===== src/rtl/csr_pkg.sv =====
// Shared types and sizing helpers for the CSR weight encoder.
// Default kernel geometry is captured here for reference by users of the block.
package csr_pkg;

    typedef enum logic {
        SCAN,
        HOLD
    } state_t;

    localparam int KER_SIZE_D    = 3;
    localparam int IN_CHANNELS_D = 1;
    localparam int KPOS          = KER_SIZE_D * KER_SIZE_D * IN_CHANNELS_D;
    localparam int ROWS          = KER_SIZE_D * IN_CHANNELS_D;

    function automatic int cnt_w(input int n);
        return (n < 2) ? 1 : $clog2(n + 1);
    endfunction

endpackage


===== src/rtl/csr_weight_encoder_nz_detect.sv =====
// Flags a kernel position as non-zero when any filter carries a non-zero value.
// Purely combinational OR-reduce across all filter lanes.
module nz_detect #(
    parameter int FILTERS  = 2,
    parameter int BIT_SIZE = 16
) (
    input  logic [FILTERS*BIT_SIZE-1:0] in_weights,
    output logic                        nz
);

    always_comb begin
        nz = 1'b0;
        for (int f = 0; f < FILTERS; f++) begin
            nz = nz | (|in_weights[f*BIT_SIZE +: BIT_SIZE]);
        end
    end

endmodule


===== src/rtl/csr_weight_encoder.sv =====
// Dense-to-CSR kernel encoder feeding vector_generator.
// Optional CSR_ENC_OVERFLOW_CHECK_EN: saturate fields and flag overflow on out_err.
module csr_weight_encoder
    import csr_pkg::*;
#(
    parameter int IN_CHANNELS        = 1,
    parameter int KER_SIZE           = 3,
    parameter int FILTERS            = 2,
    parameter int NON_ZERO_WEIGHTS   = 6,
    parameter int BIT_SIZE           = 16,
    parameter int INDEX_BIT_SIZE     = 3,
    parameter int R_POINTER_BIT_SIZE = 3
) (
    input  logic                                             clk,
    input  logic                                             rst,
    input  logic                                             in_valid,
    output logic                                             in_ready,
    input  logic [FILTERS*BIT_SIZE-1:0]                      in_weights,
    output logic                                             out_valid,
    input  logic                                             out_ready,
    output logic [FILTERS*NON_ZERO_WEIGHTS*BIT_SIZE-1:0]     out_weights,
    output logic [NON_ZERO_WEIGHTS*INDEX_BIT_SIZE-1:0]       out_index,
    output logic [KER_SIZE*IN_CHANNELS*R_POINTER_BIT_SIZE-1:0] out_r_pointer,
    output logic                                             out_err
);

    localparam int N_ROWS = KER_SIZE * IN_CHANNELS;
    localparam int NZW    = NON_ZERO_WEIGHTS;
    localparam int SW     = cnt_w(NZW);
    localparam int GW     = cnt_w(KER_SIZE);
    localparam int CLW    = cnt_w(KER_SIZE - 1);
    localparam int RW     = cnt_w(N_ROWS - 1);

    state_t state_q, state_d;

    logic                          nz, accept, hs, store;
    logic                          last_col, last_row;
    logic [SW-1:0]                 slot_q;
    logic [GW-1:0]                 gap_q, gap_d, cnt_q, cnt_d;
    logic [CLW-1:0]                col_q;
    logic [RW-1:0]                 row_q;
    logic [INDEX_BIT_SIZE-1:0]     idx_val;
    logic [R_POINTER_BIT_SIZE-1:0] rp_val;

    logic [BIT_SIZE-1:0]           wt_q [FILTERS][NZW];
    logic [INDEX_BIT_SIZE-1:0]     idx_q [NZW];
    logic [R_POINTER_BIT_SIZE-1:0] rp_q  [N_ROWS];

    nz_detect #(
        .FILTERS  (FILTERS),
        .BIT_SIZE (BIT_SIZE)
    ) u_nz (
        .in_weights (in_weights),
        .nz         (nz)
    );

    always_ff @(posedge clk or negedge rst) begin
        if (!rst) state_q <= SCAN;
        else      state_q <= state_d;
    end

    // in_ready is gated by rst so it stays low while reset is held
    always_comb begin
        state_d   = state_q;
        in_ready  = 1'b0;
        out_valid = 1'b0;
        unique case (state_q)
            SCAN: begin
                in_ready = rst;
                if (in_valid && rst && last_col && last_row) state_d = HOLD;
            end
            HOLD: begin
                out_valid = 1'b1;
                if (out_ready) state_d = SCAN;
            end
            default: state_d = SCAN;
        endcase
    end

    assign accept = in_valid & in_ready;
    assign hs     = out_valid & out_ready;

`ifdef CSR_ENC_OVERFLOW_CHECK_EN
    localparam logic [31:0] IDX_MAX = 32'((1 << INDEX_BIT_SIZE) - 1);
    localparam logic [31:0] RP_MAX  = 32'((1 << R_POINTER_BIT_SIZE) - 1);
    logic ovf, err_q;
`endif

    always_comb begin
        store    = nz && (slot_q < SW'(NZW));
        last_col = (col_q == CLW'(KER_SIZE - 1));
        last_row = (row_q == RW'(N_ROWS - 1));
        cnt_d    = cnt_q + GW'(store);
        gap_d    = nz ? '0 : gap_q + GW'(1);
`ifdef CSR_ENC_OVERFLOW_CHECK_EN
        idx_val  = (32'(gap_q) > IDX_MAX) ? INDEX_BIT_SIZE'(IDX_MAX)
                                          : INDEX_BIT_SIZE'(gap_q);
        rp_val   = (32'(cnt_d) > RP_MAX) ? R_POINTER_BIT_SIZE'(RP_MAX)
                                         : R_POINTER_BIT_SIZE'(cnt_d);
        ovf      = (nz && !store)
                || (store && (32'(gap_q) > IDX_MAX))
                || (last_col && (32'(cnt_d) > RP_MAX));
`else
        idx_val  = INDEX_BIT_SIZE'(gap_q);
        rp_val   = R_POINTER_BIT_SIZE'(cnt_d);
`endif
    end

    always_ff @(posedge clk or negedge rst) begin
        if (!rst) begin
            slot_q <= '0;
            gap_q  <= '0;
            cnt_q  <= '0;
            col_q  <= '0;
            row_q  <= '0;
            for (int s = 0; s < NZW; s++) begin
                idx_q[s] <= '0;
                for (int f = 0; f < FILTERS; f++) wt_q[f][s] <= '0;
            end
            for (int r = 0; r < N_ROWS; r++) rp_q[r] <= '0;
        end else if (hs) begin
            slot_q <= '0;
            gap_q  <= '0;
            cnt_q  <= '0;
            col_q  <= '0;
            row_q  <= '0;
            for (int s = 0; s < NZW; s++) begin
                idx_q[s] <= '0;
                for (int f = 0; f < FILTERS; f++) wt_q[f][s] <= '0;
            end
            for (int r = 0; r < N_ROWS; r++) rp_q[r] <= '0;
        end else if (accept) begin
            if (store) begin
                idx_q[slot_q] <= idx_val;
                for (int f = 0; f < FILTERS; f++) begin
                    wt_q[f][slot_q] <= in_weights[(FILTERS-1-f)*BIT_SIZE +: BIT_SIZE];
                end
            end
            slot_q <= (last_col && last_row) ? '0 : slot_q + SW'(store);
            if (last_col) begin
                rp_q[row_q] <= rp_val;
                cnt_q       <= '0;
                gap_q       <= '0;
                col_q       <= '0;
                row_q       <= last_row ? '0 : row_q + RW'(1);
            end else begin
                cnt_q <= cnt_d;
                gap_q <= gap_d;
                col_q <= col_q + CLW'(1);
            end
        end
    end

`ifdef CSR_ENC_OVERFLOW_CHECK_EN
    always_ff @(posedge clk or negedge rst) begin
        if (!rst)                err_q <= 1'b0;
        else if (hs)             err_q <= 1'b0;
        else if (accept && ovf)  err_q <= 1'b1;
    end
    assign out_err = err_q;
`else
    assign out_err = 1'b0;
`endif

    always_comb begin
        out_weights   = '0;
        out_index     = '0;
        out_r_pointer = '0;
        for (int f = 0; f < FILTERS; f++) begin
            for (int s = 0; s < NZW; s++) begin
                out_weights[(FILTERS*NZW-1-f*NZW-s)*BIT_SIZE +: BIT_SIZE] = wt_q[f][s];
            end
        end
        for (int s = 0; s < NZW; s++) begin
            out_index[(NZW-1-s)*INDEX_BIT_SIZE +: INDEX_BIT_SIZE] = idx_q[s];
        end
        for (int r = 0; r < N_ROWS; r++) begin
            out_r_pointer[(N_ROWS-1-r)*R_POINTER_BIT_SIZE +: R_POINTER_BIT_SIZE] = rp_q[r];
        end
    end

endmodule


===== config.mk =====
export PLATFORM = sky130hd
export DESIGN_NAME = csr_weight_encoder
export DESIGN_NICKNAME = d
export VERILOG_FILES = /design/src/rtl/csr_pkg.sv /design/src/rtl/csr_weight_encoder_nz_detect.sv /design/src/rtl/csr_weight_encoder.sv
export SDC_FILE = /design/constraint.sdc
export NUM_CORES = 1
export LEC_CHECK = 0
export ABC_AREA = 0
export CORE_UTILIZATION = 54
export CTS_BUF_LIST = sky130_fd_sc_hd__clkbuf_8
export DETAILED_ROUTE_END_ITERATION = 8
export PLACE_DENSITY = 0.87
export SLEW_MARGIN = 20
export SYNTH_ARGS = -nofsm -noshare
export SYNTH_HDL_FRONTEND = slang
export SYNTH_SLANG_ARGS = --single-unit

===== constraint.sdc =====
create_clock -name clk -period 5 [get_ports clk]
set_clock_uncertainty 0.2 [all_clocks]
set_input_delay 0.75 -clock clk [delete_from_list [all_inputs] [get_ports clk]]
set_output_delay 0.75 -clock clk [all_outputs]
set_load 0.01 [all_outputs]

==> flow_summary.yaml <==
outcome:
  status: "completed"
final_layout:
  layout.cells.non_filler: 1348
  fin_area_mm2: 0.0130
  multi_input_area_mm2: 0.00359
  fin_nets: 1135
  layout-drive-gt1-share_pct: 6.60
  final_core_util_pct: 74.5
  seq_area_mm2: 0.00556
  area_growth_pct: 33.5
  num-fill-cells: 1191
pwr:
  power.leakage_nw: 7.30
  ir_worst_vdd_mv: 0.357
  fin_total_pwr_mw: 7.91
  power_density_mw_per_mm2: 610
synthesis:
  netlist_instances: 847
  synth_mux_area_share_pct: 21.3
  synth-edff-count: 0
  syn_area_per_cell_um2: 11.5
  yosys.area_share.simple_pct: 11.9
  ys_ff_latch: 222
  synth_top_family_by_area: "multiplexers"
  synth_ff_type: "dfrtp_1"
  seq_area_frac_synth_pct: 57.2
  synth_compound_area_share_pct: 2.04
  yosys_warnings: 0
  async_flop_share_pct: 100
  synth_cell_types: 37
  syn-cell-area_mm2: 0.00971
  yosys.area_share.adder_pct: 0.386
  synth_xor_area_share_pct: 0.180
clock_network:
  clock_latency_ns: 0.52
  cts_resized: 0
  cts_tree: "built"
  cts_buffer_depth: 3
  cts_setup_buffers: 0
  path_clk_slew_ns: 0.06
  cts_buffers: 37
  cts-htree-levels: 2
  cts_root_buf: "clkbuf_8"
  clkSinkCount: 222
  cts_hold_buf: 1
routing:
  wl_per_cell_um: 19.7
  vias: 7264
  vias_per_cell: 5.39
  drt-pass1-iter-count: 6
  drt_iter0_markers: 537
  wl_um: 26500
  ant_nets: 0
  drc: 0
setup_path:
  critPathSlowestCell: "and3b_1"
  path_class: "in -> reg"
  slowest_delay_ns: 0.84
  crit_family: "buffers and inverters"
  cp-start-kind: "input pin"
  worst_ep_required_time_ns: 5.23
  arrival_ns: 3.75
  worstSetupEndpointType: "flop"
  path_cells: "dlygate4sd3_1 -> buf_8 -> and3b_1 -> o2111ai_4 -> buf_12 -> mux2i_1"
  path_max_fanout: 55
  cp_num_buf_inv: 3
placement:
  place_area_mm2: 0.0122
  dpl.hpwl_um: 18200
  dp_cells: 1281
  dp_slack_ns: 1.17
  finalWeightedCongestion: 0.844
  portBuffers: 247
floorplanning:
  row_count: 48
  die_w_um: 136
  die_area_mm2: 0.0185
  initial_utilization_pct: 55.8
  io_pins: 258
  die_h_um: 136
  core_area_mm2: 0.0174
global_route:
  grt_start_max_net_pins: 102
  antenna_found_initial: 1
  gr-usage-all-layers_pct: 29.1
  grt_first_pass_wirelength_um: 40900
  grt_pass1_vias: 7496
  overflow: 0
sta:
  tightest_slew_ns: 1.07
  min_period_ns: 3.52
  drv_slew: 0
  setup_ws_ns: 1.48
  period_share_pct: 70.4
  finalSetupTns_ns: 0
  finalHoldViolCount: 0
  slew-limit-headroom_pct: 28.8
  setup_violations: 0
  timing.hold.ws_ns: 0.309
  rsz0062_at_grt: "no"
  fmax_mhz: 284
flow_run:
  drv_cap: 0
worst_hold_path:
  hp-class: "reg -> reg"
-- sequential cells by signal, indices dropped and copies added (netlist names) --
signal,flops
col_q,2
row_q,2
slot_q,3
gap_q,2
out_weights,192
out_index,12
out_r_pointer,6
state_q,1
cnt_q,2
-- per-layer routing --
layer	up-vias	wire (um)	global-route usage, %
met5	-	0	0
met4	0	835	11.4
met3	53	1870	7.20
met2	271	13100	47.9
met1	3651	10700	37.0
li1	3289	-	-
-- cell usage after synthesis (all sizes together) (2+ instances only) --
master	count	area (um2)
a21oi	7	35.0
a22oi	2	15.0
buf	39	442
clkbuf	25	93.8
dfrtp	222	5560
ha	3	37.5
inv	38	143
mux2i	207	2070
nand2	246	923
nand3	4	20.0
nand3b	3	22.5
nand4	4	25.0
nor2	6	22.5
nor2b	3	18.8
nor3	2	10.0
nor4	9	56.3
o2111ai	5	68.8
o21ai	8	43.8
xnor2	2	17.5
-- layout make-up --
type | instances | area share (%)
Inverter | 38 | 1.10
Timing Repair Buffer | 265 | 20.6
Tap cell | 225 | 2.17
Multi-Input combinational cell | 532 | 27.7
Clock buffer | 47 | 4.99
Antenna cell | 2 | 0.0386
Sequential cell | 222 | 42.8
Clock inverter | 17 | 0.531
-- report_power, final --
| part | internal (mW) | switching, mW |
|---|---|---|
| Clock | 0.840 | 0.699 |
| Sequential | 2.59 | 0.496 |
| Combinational | 1.80 | 1.48 |
| Total | 5.23 | 2.68 |
-- worst paths after layout --
kind / startpoint / to / slack (ns) / cells after the start
min reg2reg: out_r_pointer[1]$_DFFE_PN0P_ / out_r_pointer[1]$_DFFE_PN0P_ / 0.31 / 2
max in group asynchronous: rst / out_weights[108]$_DFFE_PN0P_ / 2.86 / 3
min in group asynchronous: rst / out_weights[141]$_DFFE_PN0P_ / 0.55 / 2
min: out_r_pointer[1]$_DFFE_PN0P_ / out_r_pointer[1]$_DFFE_PN0P_ / 0.31 / 2
max: rst / out_weights[101]$_DFFE_PN0P_ / 1.48 / 6
max reg2reg: state_q$_DFF_PN0_ / out_weights[101]$_DFFE_PN0P_ / 2.19 / 4
-- cells by family after synthesis --
family | Yosys count
buffers and inverters | 102
other | 1
multiplexers | 207
XOR/XNOR | 2
AO/OA/AOI/OAI | 26
flip-flops | 222
adder cells (fa/ha/maj) | 3
AND/OR/NAND/NOR | 284
-- worst min-delay path: cells and delay by family, from the launching register on --
kind	cells	cell delay [ns]
AOI/OAI and AO/OA	1	0.06
DFF	1	0.35
and+or+nand+nor	1	0.06
-- placed cells by master (no fill, tap or decap), types with 2 or more instances in the layout --
cell | synthesis | routed
clkdlybuf4s50_1 | 0 | 246
nand2_1 | 246 | 245
dfrtp_1 | 222 | 222
mux2i_1 | 207 | 207
inv_1 | 38 | 53
clkbuf_8 | 0 | 47
buf_4 | 15 | 12
conb_1 | 1 | 10
nor4_1 | 9 | 9
a21oi_1 | 7 | 7
o21ai_0 | 7 | 7
nor2_1 | 6 | 6
o2111ai_4 | 0 | 5
buf_12 | 12 | 5
nand4_1 | 4 | 4
nand3_1 | 4 | 4
nor2b_1 | 3 | 3
nand3b_1 | 3 | 3
ha_1 | 3 | 3
diode_2 | 0 | 2
xnor2_1 | 2 | 2
nor3_1 | 2 | 2
a22oi_1 | 2 | 2
Note: power is estimated with default switching activity, not from simulation.
